==> src/rtl/vga_pkg.sv <==
// vga_pkg
// Shared 640x480@60 timing constants for the raster generator and anything
// that needs to reason about screen geometry (colour mapper, frame reader).
// Contents: per-axis visible/porch/sync widths, line and frame totals,
// sync pulse bounds, and the coordinate type used on DrawX/DrawY.
package vga_pkg;

   localparam int H_VISIBLE = 640;
   localparam int H_FRONT   = 16;
   localparam int H_SYNC    = 96;
   localparam int H_BACK    = 48;
   localparam int H_TOTAL   = H_VISIBLE + H_FRONT + H_SYNC + H_BACK;

   localparam int V_VISIBLE = 480;
   localparam int V_FRONT   = 10;
   localparam int V_SYNC    = 2;
   localparam int V_BACK    = 33;
   localparam int V_TOTAL   = V_VISIBLE + V_FRONT + V_SYNC + V_BACK;

   // Sync pulses cover [START, END) on their axis.
   localparam int HS_START  = H_VISIBLE + H_FRONT;
   localparam int HS_END    = HS_START + H_SYNC;
   localparam int VS_START  = V_VISIBLE + V_FRONT;
   localparam int VS_END    = VS_START + V_SYNC;

   localparam int COORD_W   = 10;
   typedef logic [COORD_W-1:0] coord_t;

endpackage

==> src/rtl/wrap_counter.sv <==
// wrap_counter
// Modulo-N up counter used for both raster axes.
// Ports:
//   Clk   - system clock
//   Reset - synchronous, active-high; clears count
//   en    - advance enable
//   count - current value, 0..N-1
//   wrap  - combinational, high when the next enabled edge returns count to 0
module wrap_counter
   import vga_pkg::*;
#(
   parameter int N = H_TOTAL,
   parameter int W = COORD_W
)
(
   input  logic         Clk,
   input  logic         Reset,
   input  logic         en,
   output logic [W-1:0] count,
   output logic         wrap
);

   assign wrap = en && (count == W'(N - 1));

   // Advance on enable, folding back to zero at the top of the range.
   always_ff @(posedge Clk) begin
      if (Reset) begin
         count <= '0;
      end else if (en) begin
         count <= wrap ? '0 : count + 1'b1;
      end
   end

endmodule

==> src/rtl/vga_timing_gen.sv <==
// vga_timing_gen
// Raster scan generator driven from the system clock with a pixel enable.
// Ports:
//   Clk, Reset   - system clock, synchronous active-high reset
//   pixel_ce     - one-Clk strobe; counters advance on this cycle's edge
//   VGA_CLK      - registered 50% duty pixel clock for the DAC
//   VGA_HS/VS    - active-low syncs, aligned with DrawX/DrawY
//   VGA_BLANK_N  - high inside the visible area
//   VGA_SYNC_N   - tied low
//   DrawX/DrawY  - current pixel coordinates
//   line_start   - one-Clk pulse in the cycle DrawX shows 0
//   frame_start  - one-Clk pulse in the cycle (DrawX, DrawY) shows (0, 0)
module vga_timing_gen
   import vga_pkg::*;
#(
   parameter int CLK_DIV   = 2,
   parameter int H_VISIBLE = vga_pkg::H_VISIBLE,
   parameter int H_FRONT   = vga_pkg::H_FRONT,
   parameter int H_SYNC    = vga_pkg::H_SYNC,
   parameter int H_BACK    = vga_pkg::H_BACK,
   parameter int V_VISIBLE = vga_pkg::V_VISIBLE,
   parameter int V_FRONT   = vga_pkg::V_FRONT,
   parameter int V_SYNC    = vga_pkg::V_SYNC,
   parameter int V_BACK    = vga_pkg::V_BACK
)
(
   input  logic       Clk,
   input  logic       Reset,
   output logic       pixel_ce,
   output logic       VGA_CLK,
   output logic       VGA_HS,
   output logic       VGA_VS,
   output logic       VGA_BLANK_N,
   output logic       VGA_SYNC_N,
   output logic [9:0] DrawX,
   output logic [9:0] DrawY,
   output logic       line_start,
   output logic       frame_start
);

   localparam int DIV_W       = (CLK_DIV > 2) ? $clog2(CLK_DIV) : 1;
   localparam int LINE_LEN    = H_VISIBLE + H_FRONT + H_SYNC + H_BACK;
   localparam int FRAME_LINES = V_VISIBLE + V_FRONT + V_SYNC + V_BACK;

   localparam coord_t HSYNC_LO = coord_t'(H_VISIBLE + H_FRONT);
   localparam coord_t HSYNC_HI = coord_t'(H_VISIBLE + H_FRONT + H_SYNC);
   localparam coord_t VSYNC_LO = coord_t'(V_VISIBLE + V_FRONT);
   localparam coord_t VSYNC_HI = coord_t'(V_VISIBLE + V_FRONT + V_SYNC);
   localparam coord_t H_VIS_C  = coord_t'(H_VISIBLE);
   localparam coord_t V_VIS_C  = coord_t'(V_VISIBLE);

   logic [DIV_W-1:0] div;
   logic [DIV_W-1:0] div_next;
   logic             div_last;
   logic             h_wrap;
   logic             v_wrap;
   coord_t           x_next;
   coord_t           y_next;

   assign div_last   = (div == DIV_W'(CLK_DIV - 1));
   assign div_next   = div_last ? '0 : div + 1'b1;
   assign pixel_ce   = div_last && !Reset;
   assign VGA_SYNC_N = 1'b0;

   // Divider and DAC clock. VGA_CLK looks at the divider value being loaded
   // so it is high for exactly the upper half of every pixel period.
   always_ff @(posedge Clk) begin
      if (Reset) begin
         div     <= '0;
         VGA_CLK <= 1'b0;
      end else begin
         div     <= div_next;
         VGA_CLK <= (div_next >= DIV_W'(CLK_DIV / 2));
      end
   end

   wrap_counter #(.N(LINE_LEN), .W(COORD_W)) u_hcount (
      .Clk   (Clk),
      .Reset (Reset),
      .en    (pixel_ce),
      .count (DrawX),
      .wrap  (h_wrap)
   );

   wrap_counter #(.N(FRAME_LINES), .W(COORD_W)) u_vcount (
      .Clk   (Clk),
      .Reset (Reset),
      .en    (h_wrap),
      .count (DrawY),
      .wrap  (v_wrap)
   );

   // Coordinates the counters will hold after this cycle's pixel edge.
   always_comb begin
      x_next = h_wrap ? '0 : DrawX + 1'b1;
      y_next = DrawY;
      if (v_wrap) begin
         y_next = '0;
      end else if (h_wrap) begin
         y_next = DrawY + 1'b1;
      end
   end

   // Syncs and blank are decoded from the upcoming coordinates and loaded on
   // the same edge as the counters, so they never lag DrawX/DrawY. Loading
   // only on pixel edges also keeps blank low until the first pixel edge.
   always_ff @(posedge Clk) begin
      if (Reset) begin
         VGA_HS      <= 1'b1;
         VGA_VS      <= 1'b1;
         VGA_BLANK_N <= 1'b0;
         line_start  <= 1'b0;
         frame_start <= 1'b0;
      end else begin
         line_start  <= h_wrap;
         frame_start <= v_wrap;
         if (pixel_ce) begin
            VGA_HS      <= !((x_next >= HSYNC_LO) && (x_next < HSYNC_HI));
            VGA_VS      <= !((y_next >= VSYNC_LO) && (y_next < VSYNC_HI));
            VGA_BLANK_N <= (x_next < H_VIS_C) && (y_next < V_VIS_C);
         end
      end
   end

endmodule

==> config.mk <==
export PLATFORM = sky130hd
export DESIGN_NAME = vga_timing_gen
export DESIGN_NICKNAME = d
export VERILOG_FILES = /design/src/rtl/vga_pkg.sv /design/src/rtl/wrap_counter.sv /design/src/rtl/vga_timing_gen.sv
export SDC_FILE = /design/constraint.sdc
export NUM_CORES = 1
export LEC_CHECK = 0
export BUFFER_PORTS_ARGS = -buffer_cell sky130_fd_sc_hd__buf_2
export CAP_MARGIN = 20
export CELL_PAD_IN_SITES_DETAIL_PLACEMENT = 1
export CELL_PAD_IN_SITES_GLOBAL_PLACEMENT = 1
export CORE_MARGIN = 1
export CORE_UTILIZATION = 35
export CTS_BUF_LIST = sky130_fd_sc_hd__clkbuf_8
export CTS_CLUSTER_SIZE = 40
export DETAILED_ROUTE_END_ITERATION = 12
export PLACE_DENSITY = 0.69
export SLEW_MARGIN = 20
export SYNTH_ARGS = -nofsm -noshare
export SYNTH_HDL_FRONTEND = slang
export SYNTH_SLANG_ARGS = --single-unit
==> constraint.sdc <==
create_clock -name Clk -period 4.2 [get_ports Clk]
set_input_delay 0.21 -clock Clk [delete_from_list [all_inputs] [get_ports Clk]]
set_output_delay 0.21 -clock Clk [all_outputs]
set_load 0.01 [all_outputs]
# Word level (Yosys, flattened, before mapping)
# Cells that the tools add are included.
word_totals:
  register_bits: 27
  latchBits: 0
  ramBits: 0
  mem_bits_ro: 0
  input_bits: 2
  output_inout_bits: 28
  memories: 0
classes:
  add_sub_neg: 3
  multipliers: 0
  div_mod_pow: 0
  magnitude_cmp: 7
  n_eq_ne: 2
  shifts: 0
  n_mux: 5
  bitwise: 0
  n_reduce_logical: 9
op_table:
  columns: ["operator", "count"]
  rows:
  - ["$mux W10", 4]
  - ["$add A10 B1 Y10 const B", 2]
  - ["$eq A10 B10 Y1 const B", 2]
  - ["$lt A10 B10 Y1 const B", 2]
  - ["$lt A10 B9 Y1 const B", 2]
  - ["$ge A10 B10 Y1 const B", 1]
  - ["$ge A10 B9 Y1 const B", 1]
  - ["$logic_and A1 B1 Y1", 6]
  - ["$logic_not A1 Y1", 3]
  - ["$add A1 B1 Y1 const B", 1]
  - ["$ge A1 B1 Y1 const B", 1]
  - ["$mux W1", 1]

# Logic depth before layout (Yosys ltp)
depth:
  depth_word: 8
  depth_mapped: 8
  depth_no_buf: 7

# Hierarchy
# From an unflattened synthesis, not the netlist that was laid out.
unflattened:
  cells_unflattened: 187
  area_unflattened_um2: 1560.2
modules_own_cells:
  columns: ["mod", "instances", "cells_per_inst", "area_each_um2", "seq_area_each_um2"]
  rows:
  - ["vga_timing_gen", 1, 75, 550.5, 120.1]
  - ["wrap_counter at u_hcount", 1, 56, 506.7, 200.2]
  - ["wrap_counter at u_vcount", 1, 56, 503.0, 200.2]

# Worst setup path after synthesis
# No wires, ideal clock.
synth_path:
  path_type: "flip-flop to flip-flop"
  startpoint: "register u_hcount.count[0]"
  endpoint: "register VGA_VS"
  setup_time_ps: 130
  arrival_ps: 1839
  path_slack_ps: 2231
  path_stages_with_launch: 9
  synth_period_minus_slack_ps: 1969
  path_cell_list: "dfxtp_1 -> ha_1 -> and3_1 -> buf_2 -> nand3_1 -> inv_1 -> mux2_2 -> o21ai_0 -> a31oi_1"
synth_via:
  elab_chain_cells: 7
synth_lines:
  columns: ["element", "line_no", "rtl"]
  rows:
  - ["start: declaration", "wrap_counter.sv:19", "output logic [W-1:0] count,"]
  - ["start signal: assignment", "wrap_counter.sv:30", "count <= wrap ? '0 : count + 1'b1;"]
  - ["$eq A10 B10 Y1 *", "wrap_counter.sv:23", "assign wrap = en && (count == W'(N - 1));"]
  - ["$logic_and A1 B1 Y1 *", "wrap_counter.sv:23", null]
  - ["$mux W10 or $logic_and A1 B1 Y1 (tied branches)", "vga_timing_gen.sv:99, wrap_counter.sv:23", null]
  - ["$mux W10 *", "vga_timing_gen.sv:97", "if (v_wrap) begin"]
  - ["$ge A10 B9 Y1 or $lt A10 B9 Y1 (tied branches)", "vga_timing_gen.sv:119", "VGA_VS <= !((y_next >= VSYNC_LO) && (y_next < VSYNC_HI));"]
  - ["$logic_and A1 B1 Y1 *", "vga_timing_gen.sv:119", null]
  - ["$logic_not A1 Y1 *", "vga_timing_gen.sv:119", null]
  - ["end signal: assignment", "vga_timing_gen.sv:119", null]
  - ["end: declaration", "vga_timing_gen.sv:32", "output logic VGA_VS,"]
# Every way passes the cells marked *; elsewhere a longest branch is shown, timed or not.
# A chain may end at the register's enable or synchronous reset.

# Worst setup path in the final report
# Same ends and word-level chain as after synthesis.

==> out/qor.yml <==
synth_most_common_cell: "dfxtp_1"
ioPinCount: 30
synthesis.area_um2: 1543
start_kind: "flop"
num_antenna_cells: 0
drt_iter0_markers: 50
regArea_um2: 520.5
rows: 23
post-cts-setup-buffers: 0
clkTransAtPathRegs_ns: 0.09
sw_frac_of_total: 0.2234
critPathMaxFanout: 10
clkPwrFrac: 0.373
via_per_inst: 5.951
die_width_um: 68.39
drive_gt1_frac: 0.1831
combPwrFrac: 0.041
synthFlopType: "dfxtp_1"
ys_async_sr_fraction: 0
rsz0062_at_grt: "no"
finalHoldViolCount: 0
antenna_found_initial: 0
setup_viol: 0
multi_input_area_um2: 918.4
first_pass_iters: 4
synth-seq-area-share: 0.3374
wl_per_cell_um: 16.49
synth_top_area_cell: "dfxtp_1"
setup_tns_ns: 0
vias: 1565
grt_overflow_total: 0
dp_hpwl_mm: 3.140
synthCells: 198
synth_area_leaders: "dfxtp_1, a21oi_1, nand2_1"
synth_cell_type_count: 46
vdd_ir_drop_max_mv: 0.09903
drcViolationCount: 0
cap_violations: 0
status: "complete, no violations"
fillerInstances: 505
p_int_mw: 0.3390
synth_top_area_share: 0.3374
slew_headroom: 0.6141
cts.repair.resized: 0
routabilityCongestion: 0.8144
cts_root_buf: "clkbuf_8"
synth_nets: 203
cts.htree.levels: 1
cts_buffers: 3
worst_pin_slew_ns: 0.5758
cts_tree: "built"
clk_latency_ns: 0.27
path_class: "flop to flop"
antenna_left: 0
grt_pass1_wl_mm: 7.079
synth_edf_count: 0
track_usage: 0.2029
hold_buffers: 0
port_buffers: 28
min_period_ns: 2.300
grt_pass1_vias: 1452
hold_path_class: "input pin to flop"
clockBufferDepth: 2
drt-total-wl_mm: 4.338
area_delta_synth_final_pct: 11.19
numClockSinks: 26
arrival_ns: 2.45
fin_crit_sh: 0.5476
fp.coreArea_um2: 4115
post-route-util: 0.4168
skew_ns: 0.002535
cp.required_ns: 4.35
p_seq_frac: 0.586
end_kind: "flop"
yosysWarnings: 0
slew_violations: 0
fin_nets: 219
power.density_nw_per_um2: 254.4
grt_max_degree: 26
p_leak_nw: 0.6421
ys_seq_elements: 26
syn_avg_cell_area_um2: 7.792
dieHeight_um: 68.39
start_util: 0.3749
max_freq_mhz: 434.8
synth_common_cells: "dfxtp_1, nand2_1, a21oi_1, nor2_1, o21ai_0"
p_sw_mw: 0.09750
dieArea_um2: 4677
state kept, by name, indices dropped and copies added, names as in the netlist:
signal,cells
u_hcount.count,10
line_start,1
VGA_HS,1
VGA_VS,1
frame_start,1
u_vcount.count,10
VGA_CLK,1
VGA_BLANK_N,1
placed cells by master, fill, tap and decap left out, drive strengths merged, types with 4 or more instances in the layout:
cell and n:
nand4 8, and3 6, buf 28, dfxtp 26, nor3 9, or4 7, o21ai 15, nor2 14
xor2 5, nand3 12, clkbuf 4, a21oi 15, inv 5, nand2 20
area by class of cell:
class / instances / share of cell area
Clock buffer: 4 / 0.03209
Inverter: 5 / 0.01094
Multi-Input combinational cell: 150 / 0.5354
Sequential cell: 26 / 0.3034
Tap cell: 50 / 0.03647
Timing Repair Buffer: 28 / 0.08169
worst max-delay path: stages, from the launching register on:
cell	delay, ns
dfxtp_1	0.45
ha_1	0.26
and3_1	0.38
nand3_1	0.25
inv_1	0.24
mux2_2	0.35
o21ai_0	0.16
a31oi_1	0.10
metrics by stage:
| stage | setup slack, ns | power (mW) | hold WS (ns) | instance area (um2) | instances |
|---|---|---|---|---|---|
| global placement | 2.056 | 0.2790 | 0.4764 | 1660 | 259 |
| detailed placement | 1.901 | 0.2796 | 0.4736 | 1660 | 259 |
| global route | 1.557 | 0.4573 | 0.3947 | 1715 | 263 |
| floorplan | 2.231 | 0.2722 | 0.4544 | 1543 | 198 |
| finish | 1.900 | 0.4365 | 0.3802 | 1715 | 263 |
| CTS | 1.892 | 0.4429 | 0.3856 | 1715 | 263 |
path summary, 6_finish.rpt:
kind / from / to / slack [ns] / cells past startpoint
hold reg to reg: VGA_BLANK_N / VGA_BLANK_N / 0.50 / 2
hold / removal: Reset / u_hcount.count[6] / 0.38 / 2
setup reg to reg: u_hcount.count[0] / VGA_VS / 1.90 / 7
setup / recovery: u_hcount.count[0] / VGA_VS / 1.90 / 7
cell families (layout without fill, tap and decap cells):
group / Yosys count / in the layout / share of synthesized area
compound gates: 49 / 49 / 0.2020
xor+xnor: 8 / 8 / 0.04542
fa+ha+maj: 3 / 3 / 0.02433
buf+inv: 22 / 37 / 0.06732
flops: 26 / 26 / 0.3374
mux: 1 / 1 / 0.007299
other cells: 1 / 1 / 0.002431
simple gates: 88 / 88 / 0.3139
power groups by stage:
stage	Sequential, mW	Clock (mW)	Combinational (mW)
2_1_floorplan	0.260	0	0.0122
3_3_place_gp	0.261	0	0.0181
3_5_place_dp	0.262	0	0.0180
4_1_cts	0.256	0.169	0.0182
5_1_grt	0.257	0.181	0.0197
6_report	0.256	0.163	0.0178
layer usage:
layer  vias to the layer above  GRT usage  routed length (um)
met4                         0    0.06771                  41
met2                        28     0.3431                2145
met5                         -          0                   0
li1                        758          -                   -
met1                       775     0.2642                2019
met3                         4    0.02333                 131
Note: power is estimated with default switching activity, not from simulation.
